<file path="config.mk">
export PLATFORM = sky130hd
export DESIGN_NAME = prog_counter
export DESIGN_NICKNAME = d
export VERILOG_FILES = /design/src/rtl/prog_counter.sv
export SDC_FILE = /design/constraint.sdc
export NUM_CORES = 1
export LEC_CHECK = 0
export ABC_AREA = 1
export BUFFER_PORTS_ARGS = -buffer_cell sky130_fd_sc_hd__buf_2
export CORE_MARGIN = 1
export CORE_UTILIZATION = 40
export CTS_BUF_LIST = sky130_fd_sc_hd__clkbuf_8
export CTS_CLUSTER_SIZE = 30
export DETAILED_ROUTE_END_ITERATION = 16
export PLACE_DENSITY = 0.62
export SLEW_MARGIN = 20
export SYNTH_ARGS = -nofsm -noshare
export SYNTH_HDL_FRONTEND = slang
export SYNTH_SLANG_ARGS = --single-unit
</file>
<file path="constraint.sdc">
create_clock -name CLK -period 2.19 [get_ports CLK]
set_input_delay 0.1095 -clock CLK [delete_from_list [all_inputs] [get_ports CLK]]
set_output_delay 0.1095 -clock CLK [all_outputs]
set_load 0.05 [all_outputs]
</file>
<file path="src/rtl/prog_counter.sv">
// Up/down programmable counter with a runtime terminal value, wrap or saturate
// behaviour, a clamped synchronous load and a one-cycle terminal-event pulse.
module prog_counter #(
  parameter int WIDTH     = 4,
  parameter int RESET_MAX = 9
) (
  input  logic             CLK,
  input  logic             RESET,
  input  logic             ENABLE,
  input  logic             DIR,
  input  logic             SAT,
  input  logic             LOAD,
  input  logic [WIDTH-1:0] LOAD_VAL,
  input  logic [WIDTH-1:0] MAX_VAL,
  output logic [WIDTH-1:0] COUNT,
  output logic             TRIG_OUT,
  output logic             AT_LIMIT
);

  localparam logic [WIDTH-1:0] One = WIDTH'(1);

  // RESET_MAX only records the MAX_VAL the system expects after reset.
  if (RESET_MAX < 0) begin : g_reset_max_doc
  end

  logic [WIDTH-1:0] count_q = '0;
  logic [WIDTH-1:0] count_d;
  logic             trig_q  = 1'b0;
  logic             trig_d;

  logic             at_up;
  logic             at_down;
  logic [WIDTH-1:0] load_clamped;

  // Terminal tests use the pre-step value, so no carry or borrow ever escapes.
  assign at_up        = (count_q >= MAX_VAL);
  assign at_down      = (count_q == '0);
  assign load_clamped = (LOAD_VAL > MAX_VAL) ? MAX_VAL : LOAD_VAL;

  always_comb begin
    count_d = count_q;
    trig_d  = 1'b0;
    if (RESET) begin
      count_d = '0;
    end else if (LOAD) begin
      count_d = load_clamped;
    end else if (ENABLE) begin
      if (DIR) begin
        if (at_up) begin
          count_d = SAT ? MAX_VAL : '0;
          trig_d  = ~SAT;
        end else begin
          count_d = count_q + One;
          trig_d  = SAT && ((count_q + One) == MAX_VAL);
        end
      end else begin
        if (at_down) begin
          count_d = SAT ? '0 : MAX_VAL;
          trig_d  = ~SAT;
        end else if (count_q > MAX_VAL) begin
          count_d = MAX_VAL;
        end else begin
          count_d = count_q - One;
          trig_d  = SAT && (count_q == One);
        end
      end
    end
  end

  always_ff @(posedge CLK) begin
    count_q <= count_d;
    trig_q  <= trig_d;
  end

  assign COUNT    = count_q;
  assign TRIG_OUT = trig_q;
  assign AT_LIMIT = DIR ? at_up : at_down;

endmodule
</file>
# Word level (Yosys, flattened, before mapping)
# Cells that the tools add are included.
dict set report totals {
  regBits 5
  latchBits 0
  mem_bits_rw 0
  rom_bits 0
  in_bits 14
  output_inout_bits 6
  elab_cells 30
  n_memories 0
}
dict set report classes {
  n_addsub 2
  multipliers 0
  div 0
  magnitude_cmp 3
  eq_ne 2
  shift 0
  mux 14
  bitwise 2
  reduce_logical 5
}
# op n
set ops {}
lappend ops {{2-to-1 mux 4 bit} 9}
lappend ops {{> comparator 4 bit} 2}
lappend ops {{2-to-1 mux 1 bit} 5}
lappend ops {{adder 4 x 1 -> 4 bit, second input constant} 1}
lappend ops {{equality test 4 x 1 -> 1 bit, second input constant} 1}
lappend ops {{equality test 4 bit} 1}
lappend ops {{greater-or-equal comparator 4 bit} 1}
lappend ops {{logical NOT 4 bit} 1}
lappend ops {{subtractor 4 x 1 -> 4 bit, second input constant} 1}
lappend ops {{OR reduction 3 bit} 1}
lappend ops {{logical AND 1 bit} 2}
lappend ops {{inverter 1 bit} 2}
lappend ops {{nonzero test 2 bit} 1}

# Depth between registers and ports, before layout
# Gate-level depths: netlist (run 1).
dict set report depth {
  ltp_word 6
  ltp_mapped 15
  depth_no_buf 15
}

# Worst setup path after synthesis (run 1)
# OpenSTA, ideal clock, no wires.
dict set report synth_timing {
  kind {flip-flop to output port}
  start {reg count_q[0] (netlist: COUNT[0])}
  end {out AT_LIMIT}
  t_arrival_ns 2.114
  t_required_ns 2.081
  slack_ns -0.034
  path_stages_with_launch 5
  path_buffers 0
  path_cell_list {dfxtp_1 inv_1 ha_1 nand2_2 o21ai_0}
}
dict set report synth_via {
  elab_chain_len 2
  word_cells_on_any_way 3
  classes_between {1 x order compare; 1 x mux; 1 x reduce/logical}
}
# element line
set synth_lines {}
lappend synth_lines {{start: declaration} 26} ;# logic [WIDTH-1:0] count_q = '0;
lappend synth_lines {{start signal: assignment} 71} ;# count_q <= count_d;
lappend synth_lines {{greater-or-equal comparator 4 bit / logical NOT 4 bit (equally long branches)} {36, 37}}
lappend synth_lines {{2-to-1 mux 1 bit (*)} 77} ;# assign AT_LIMIT = DIR ? at_up : at_down;
lappend synth_lines {{end: declaration} 17} ;# output logic AT_LIMIT
# Every way passes the cells marked *; elsewhere a longest branch is shown, timed or not.

# Worst setup path in the final report (run 1)
dict set report layout_timing {
  start {reg count_q[3] (netlist: COUNT[3])}
  end {out AT_LIMIT}
}
# The elaborated chain is that of the path after synthesis.

==> results of run 1 <==
path summary, 6_finish.rpt:
kind,startpoint,endpoint,slack (ns),depth (start not counted)
setup / recovery,COUNT[3],AT_LIMIT,0.28,6
hold / removal,RESET,TRIG_OUT,0.16,4
setup reg to reg,COUNT[3],COUNT[1],0.32,10
hold reg to reg,COUNT[1],COUNT[1],0.69,2
through the flow:
stage          area [um^2]  cells
6_report              1127    214
3_5_place_dp          1081    210
2_1_floorplan        935.9    161
4_1_cts               1127    214
3_3_place_gp          1081    210
5_1_grt               1127    214
area by class of cell:
class,instances,area (um^2),area share
Clock buffer,3,41.29,0.03663
Timing Repair Buffer,21,110.1,0.09767
Multi-Input combinational cell,135,757.0,0.6715
Inverter,21,78.83,0.06992
Tap cell,28,35.03,0.03108
Clock inverter,1,5.005,0.004440
Sequential cell,5,100.1,0.08879
placed cells by master (no fill, tap or decap), types with 3 or more instances in the layout:
master,count
inv_1,19
nand3_1,14
dfxtp_1,5
buf_2,19
a21oi_2,5
nor2_1,19
o21ai_0,6
nand2_1,54
a21oi_1,4
clkbuf_8,3
nand4_1,3
ha_1,11
registers in the layout (all words and copies together) (netlist names):
| name | flops |
|---|---|
| COUNT | 4 |
| TRIG_OUT | 1 |
power groups by stage:
stage                     registers, mW  logic, mW  clock network, mW
final                             0.113      0.415              0.177
after global routing              0.115      0.460              0.188
after CTS                         0.113      0.413              0.180
after detailed placement          0.115      0.412                  0
after global placement            0.114      0.409                  0
after floorplan                   0.150      0.272                  0
routing by layer:
metal  global-route usage  up-vias  wire length [um]
li1                     -      568                 -
met1               0.2774      507              1152
met2               0.4022       37              1293
met3              0.05152        2               161
met4              0.03704        0                26
met5                    0        -                 0
worst min-delay path: stages:
cell,delay (ns)
buf_2,0.09
nor2_1,0.05
nand2_1,0.06
a21oi_1,0.04
cell families (layout without fill, tap and decap cells):
| logic type | Yosys count | count (layout) |
|---|---|---|
| compound gates | 19 | 19 |
| xor+xnor | 3 | 3 |
| fa+ha+maj | 11 | 11 |
| buf+inv | 21 | 46 |
| flops | 5 | 5 |
| simple gates | 102 | 102 |
==> impl_metrics.tcl, run 1 <==
set metrics [dict create \
    post-route-util 0.5096 \
    die_w_um 50.37 \
    hold_violations 0 \
    gp_congestion 0.9626 \
    drv_slew 0 \
    ctsHoldBuffers 0 \
    cts_tree "built" \
    end_kind "output port" \
    yosysTopAreaCellShare 0.2166 \
    drtPass1Iterations 5 \
    netlist_instances 161 \
    drive_above_1_share 0.2204 \
    maxCapViolCount 0 \
    vias 1114 \
    clkPwrFrac 0.251 \
    critical_path_class "register to output port" \
    antenna_found_initial 0 \
    die_h_um 50.37 \
    seq_power_share 0.161 \
    clock_skew_ns 0.006938 \
    root_buffer "clkbuf_8" \
    first_global_vias 1027 \
    fillCellCount 257 \
    synth_ff_type "dfxtp_1" \
    hpwlAfterDp_mm 2.163 \
    synth_nets 186 \
    finalWirelength_mm 2.634 \
    drtIter0Drc 24 \
    finalPower_mw 0.7049 \
    vias_per_cell 5.206 \
    comb_power_share 0.588 \
    fp.dieArea_um2 2537 \
    synth_top_family_by_area "simple AND/OR/NAND/NOR gates" \
    p_leak_nw 0.6348 \
    grt_max_degree 9 \
    std_cell_rows 17 \
    synth-simple-area-share 0.5027 \
    required_ns 2.08 \
    antenna-diode-count 0 \
    synthesis.area_um2 935.9 \
    crit_family "flip-flops" \
    slew_headroom 0.7985 \
    synthMuxAreaShare 0 \
    slowest_delay_ns 0.49 \
    worstPathArrival_ns 1.81 \
    post-route-period-util 0.8742 \
    ys_seq_elements 5 \
    cts_sinks 5 \
    irDropWorstVdd_uv 557.5 \
    synth_fa_ha_area_frac 0.1471 \
    hold_class "input port to register" \
    start_util 0.4231 \
    syn_area_per_cell_um2 5.813 \
    synthToLayoutAreaGrowth_pct 20.45 \
    cts_setup_buffers 0 \
    remaining_drc_errors 0 \
    post_cts_resized 0 \
    worst_setup_path_start_kind "register" \
    period_needed_ns 1.915 \
    cts_made_buffers 3 \
    yosysSeqAreaShare 0.1070 \
    htreeDepth 1 \
    grt.total_usage 0.2257 \
    holdWs_ns 0.1650 \
    final.setup.tns_ns 0 \
    status "complete, no violations" \
    power_switching_share 0.4884 \
    yosysMostFrequentCell "nand2_1" \
    max_slew.worst_pin.slew_ns 0.3018 \
    ys_top_cells_by_count "54 x nand2_1, 19 x inv_1, 19 x nor2_1" \
    routedWlPerCell_um 12.31 \
    grt_overflow_total 0 \
    p_per_area_nw_per_um2 625.3 \
    crit_buf_inv 1 \
    crit_chain "ha_1 -> a21oi_2 -> nand3_4 -> nand2_1 -> o21ai_1 -> buf_2" \
    clk_pin_slew_ns 0.04 \
    drtAntennaViolNets 0 \
    synthArstFlopShare 0 \
    synthTopCellsByArea "nand2_1 22%, ha_1 15%, dfxtp_1 11%" \
    grt_pass1_wl_mm 4.340 \
    coreArea_um2 2212 \
    yosys.area_share.xor_xnor 0.02807 \
    fmax_mhz 522.3 \
    yosysTopAreaCell "nand2_1" \
    setup_ws_ns 0.2754 \
    rsz0062_at_grt "no" \
    internal-power_mw 0.3606 \
    io_pins 20 \
    slowest_stage "dfxtp_1" \
    portBuffers 19 \
    worstPathMaxFanout 8 \
    finalSetupViolations 0 \
    yosysWarnings 0 \
    synth_cell_types 24 \
    nNetsFinal 212 \
    insertion_delay_ns 0.23 \
    pre_cts_ws_ns 0.3280 \
    cts_buffer_depth 2 \
    p_sw_mw 0.3443 \
    synth-edff-count 0 \
    synth_compound_area_frac 0.1310 \
]
Note: power is estimated with default switching activity, not from simulation.
==> run 2: changes to the inputs <==
SKIP_CTS_REPAIR_TIMING = 1   (was default)
clock period = 2 ns   (was 2.19 ns; I/O delays follow)
==> run 2 against run 1 <==
Global-route usage decreased by 0.17 points; clock skew fell by 0.0029 ns; cell count up 0.47%; largest power group unchanged; critical path depth rose by 1; flip-flop and latch count unchanged; cell area up 0.89%; first-iteration DRC count grew to 2.7 times the previous value; critical endpoint unchanged; critical path type unchanged; sequential share of layout area is 0.078 points lower; sequential power rose by 6%.
==> impl_metrics.tcl, run 2 (synthesis results as in run 1) <==
set metrics [dict create \
    status "complete, no violations" \
    min_to "TRIG_OUT" \
    worstReg2RegEnd "COUNT[0]" \
    die_h_um 50.37 \
    worst_setup_path_start_kind "register" \
    holdWs_ns 0.1605 \
    portBuffers 19 \
    hpwlAfterDp_mm 2.059 \
    vias 1122 \
    worstPathArrival_ns 1.70 \
    antenna_found_initial 0 \
    hold_violations 0 \
    cpMostUsedCell "nand3_4" \
    max_slew.worst_pin.slew_ns 0.2689 \
    final_common_cell "nand2_1" \
    post-route-period-util 0.8981 \
    whs_path_depth 4 \
    slowest_delay_ns 0.36 \
    multi_input_area_um2 760.7 \
    crit_chain "inv_1 -> ha_1 -> nand3_4 -> nand3_4 -> nand2_1 -> o21ai_2 -> buf_2" \
    cts_made_buffers 3 \
    insertion_delay_ns 0.22 \
    grt_pass1_wl_mm 4.319 \
    synthToLayoutAreaGrowth_pct 21.52 \
    routedWlPerCell_um 12.06 \
    r2r_cells 12 \
    drv_slew 0 \
    grt_overflow_total 0 \
    vias_per_cell 5.219 \
    first_global_vias 1041 \
    period_needed_ns 1.796 \
    irDropWorstVdd_uv 357.8 \
    slowest_stage "ha_1" \
    grt_max_degree 9 \
    grt.total_usage 0.2240 \
    drive_above_1_share 0.2246 \
    slew_headroom 0.8188 \
    start_util 0.4231 \
    drtIter0Drc 65 \
    cts_buffer_depth 2 \
    gp_congestion 0.9500 \
    clk_pin_slew_ns 0.03 \
    io_pins 20 \
    hold_class "input port to register" \
    antenna-diode-count 0 \
    std_cell_rows 17 \
    remaining_drc_errors 0 \
    critical_path_class "register to output port" \
    maxCapViolCount 0 \
    die_w_um 50.37 \
    regArea_um2 100.1 \
    end_kind "output port" \
    fillCellCount 236 \
    finalWirelength_mm 2.593 \
    root_buffer "clkbuf_8" \
    fmax_mhz 556.7 \
    coreArea_um2 2212 \
    p_leak_nw 0.6429 \
    required_ns 1.90 \
    rsz0062_at_grt "no" \
    min_from "RESET" \
    mostFrequentLayoutCells "54 x nand2_1, 20 x inv_1, 19 x nor2_1, 19 x buf_2, 14 x nand3_1" \
    htreeDepth 1 \
    finalPower_mw 0.7684 \
    fp.dieArea_um2 2537 \
    finalSetupViolations 0 \
    final.setup.tns_ns 0 \
    nNetsFinal 213 \
    worstPathMaxFanout 8 \
    cts_sinks 5 \
    ff2ff_setup_slack_ns 0.27 \
    drtPass1Iterations 4 \
    drtAntennaViolNets 0 \
    clock_skew_ns 0.004035 \
    cts_tree "built" \
    reg2reg_from "COUNT[1]" \
    startpoint "COUNT[0]" \
    p_per_area_nw_per_um2 675.6 \
    largest_reg_flops 4 \
]
[run 2: report_power, final]
group	internal, mW	switching (mW)
clock network	0.132	0.0539
logic	0.154	0.309
registers	0.111	0.00900
[run 2: final cells by class]
class | instances | share of cell area
clock inverters | 1 | 0.003300
multi-input cells | 135 | 0.6689
flip-flops and latches | 5 | 0.08801
inverters | 21 | 0.06931
well taps | 28 | 0.03080
clock buffers | 3 | 0.03630
repair buffers | 22 | 0.1034
[run 2: worst max-delay path by stage]
stage / endpoint / slack, ns / cells past startpoint
floorplan: COUNT[0] / 0.02 / 11
detailed placement: COUNT[0] / 0.25 / 12
finish: AT_LIMIT / 0.20 / 7
global placement: COUNT[0] / 0.25 / 12
CTS: AT_LIMIT / 0.21 / 8
global route: COUNT[0] / 0.09 / 12
[run 2: stage by stage]
stage	worst slack [ns]	instance area [um^2]	util	instances
after floorplan	0.02388	939.7	-	161
after CTS	0.2147	1137	0.5141	215
after detailed placement	0.2487	1092	0.4938	211
after global placement	0.2476	1092	0.4938	211
final	0.2038	1137	0.5141	215
after global routing	0.09335	1137	0.5141	215
[run 2: layer usage]
metal,up-vias,global-route usage,part of all wire
li1,572,-,-
met5,-,0,0
met1,502,0.2650,0.45
met3,2,0.02121,0.053
met4,0,0.08333,0.0039
met2,46,0.4111,0.49
[run 2: critical path, delay by kind of cell, from the launching register on]
kind	cells	cell delay, ns
AO/OA/AOI/OAI	1	0.05
adder cells (fa/ha/maj)	1	0.36
buffers and inverters	2	0.35
flip-flops	1	0.32
AND/OR/NAND/NOR	3	0.38
==> run 3: changes to the inputs <==
BUFFER_PORTS_ARGS = default   (was -buffer_cell sky130_fd_sc_hd__buf_2)
CELL_PAD_IN_SITES_DETAIL_PLACEMENT = 1   (was default)
CELL_PAD_IN_SITES_GLOBAL_PLACEMENT = 1   (was default)
DONT_BUFFER_PORTS = 1   (was default)
PLACE_DENSITY = 0.75   (was 0.62)
==> run 3 against run 2 <==
Cell area fell by 7.7%; clock power fell by 4%; sequential power barely moved; largest power group unchanged; clock skew fell by 0.0037 ns; via count fell by 5.5%; setup slack improved by 0.063 ns; highest routed layer unchanged; routed wire length rose by 6.2%; hold slack got worse by 0.10 ns; sequential share of layout area rose by 0.73 points; first-iteration DRC count fell by 86%.
==> impl_metrics.tcl, run 3 (synthesis results as in run 1) <==
set metrics [dict create \
    io_pins 20 \
    die_h_um 50.37 \
    vias_per_cell 5.381 \
    grt_overflow_total 0 \
    whs_path_depth 3 \
    grt_max_degree 9 \
    fp.dieArea_um2 2537 \
    startpoint "COUNT[1]" \
    fin_area_um2 1050 \
    cts_made_buffers 3 \
    post-route-period-util 0.8667 \
    place_area_um2 1005 \
    slew_headroom 0.6223 \
    cts_buffer_depth 2 \
    final.setup.tns_ns 0 \
    p_leak_nw 0.5675 \
    synthToLayoutAreaGrowth_pct 12.17 \
    final_common_cell "nand2_1" \
    remaining_drc_errors 0 \
    use_met1 0.2855 \
    use_met2 0.4467 \
    slowest_stage "dfxtp_1" \
    fin_cells 197 \
    die_w_um 50.37 \
    coreArea_um2 2212 \
    start_util 0.4231 \
    hpwlAfterDp_mm 2.386 \
    finalSetupViolations 0 \
    drive_above_1_share 0.1420 \
    pre_cts_ws_ns 0.2960 \
    worstPathArrival_ns 1.88 \
    fmax_mhz 576.9 \
    slowest_delay_ns 0.41 \
    worst_setup_path_start_kind "register" \
    required_ns 2.15 \
    vias 1060 \
    maxCapViolCount 0 \
    clock_skew_ns 0.0003030 \
    largest_reg_flops 4 \
    grt.total_usage 0.2431 \
    reg2reg_from "COUNT[1]" \
    globalRouteMet3Util 0.01818 \
    std_cell_rows 17 \
    period_needed_ns 1.733 \
    cts_tree "built" \
    ff2ff_setup_slack_ns 0.27 \
    hold_class "input port to register" \
    drtIter0Drc 9 \
    root_buffer "clkbuf_8" \
    cpMostUsedCell "nand2_1" \
    grt_pass1_wl_mm 4.678 \
    max_slew.worst_pin.slew_ns 0.5665 \
    drtPass1Iterations 4 \
    dp_cells 193 \
    drtAntennaViolNets 0 \
    worstReg2RegEnd "COUNT[1]" \
    drv_slew 0 \
    worstPathMaxFanout 8 \
    rsz0062_at_grt "no" \
    holdWs_ns 0.05865 \
    crit_chain "ha_1 -> nand2_1 -> nand2_1 -> nand2_2 -> nand3_4 -> inv_2 -> nand2_1 -> nand2_1 -> nand2_1 -> nand2_1 -> nand2_1 -> a21oi_2" \
    antenna_found_initial 0 \
    r2r_cells 12 \
    finalWirelength_mm 2.753 \
    finalPower_mw 0.7397 \
    first_global_vias 1085 \
    grt_busiest_layer "met2" \
    gp_congestion 0.9538 \
    end_kind "register" \
    htreeDepth 1 \
    antenna-diode-count 0 \
    routedWlPerCell_um 13.97 \
    status "complete, no violations" \
    critical_path_class "register to register" \
    p_per_area_nw_per_um2 704.6 \
    hold_violations 0 \
    cts_sinks 5 \
    post-route-util 0.4745 \
    insertion_delay_ns 0.22 \
    min_from "RESET" \
    min_to "TRIG_OUT" \
    clk_pin_slew_ns 0.03 \
    irDropWorstVdd_uv 431.3 \
    setup_ws_ns 0.2665 \
    nNetsFinal 195 \
    portBuffers 0 \
    mostFrequentLayoutCells "54 x nand2_1, 20 x inv_1, 19 x nor2_1" \
]
run 3: cell type report:
| class | count | area [um^2] |
|---|---|---|
| Multi-Input combinational cell | 135 | 760.7 |
| Tap cell | 28 | 35.03 |
| Timing Repair Buffer | 4 | 30.03 |
| Inverter | 21 | 78.83 |
| Fill cell | 332 | 1162 |
| Sequential cell | 5 | 100.1 |
| Clock buffer | 3 | 41.29 |
| Clock inverter | 1 | 3.754 |
run 3: how the worst max path moves through the flow:
stage                     slack [ns]  cells past startpoint       end
final                           0.27                     12  COUNT[1]
after floorplan                 0.02                     11  COUNT[0]
after global routing            0.09                     12  COUNT[1]
after global placement          0.36                     12  COUNT[1]
after CTS                       0.28                     12  COUNT[1]
after detailed placement        0.30                     12  COUNT[1]
run 3: where the power goes:
part | total [mW] | internal (mW) | switching [mW]
Combinational | 0.439 | 0.139 | 0.300
Clock | 0.179 | 0.131 | 0.0480
Sequential | 0.121 | 0.111 | 0.0106
Total | 0.740 | 0.382 | 0.358
run 3: routing by layer:
metal / wire, um / vias to the layer above
met5: 0 / -
met4: 101 / 0
met3: 54 / 8
met2: 1387 / 18
met1: 1210 / 502
li1: - / 532
run 3: worst max-delay path, delay by kind of cell, from the launching register on:
family	cells	cell delay, ns
buf+inv	1	0.12
fa+ha+maj	1	0.31
simple gates	9	0.70
compound gates	1	0.12
flops	1	0.41
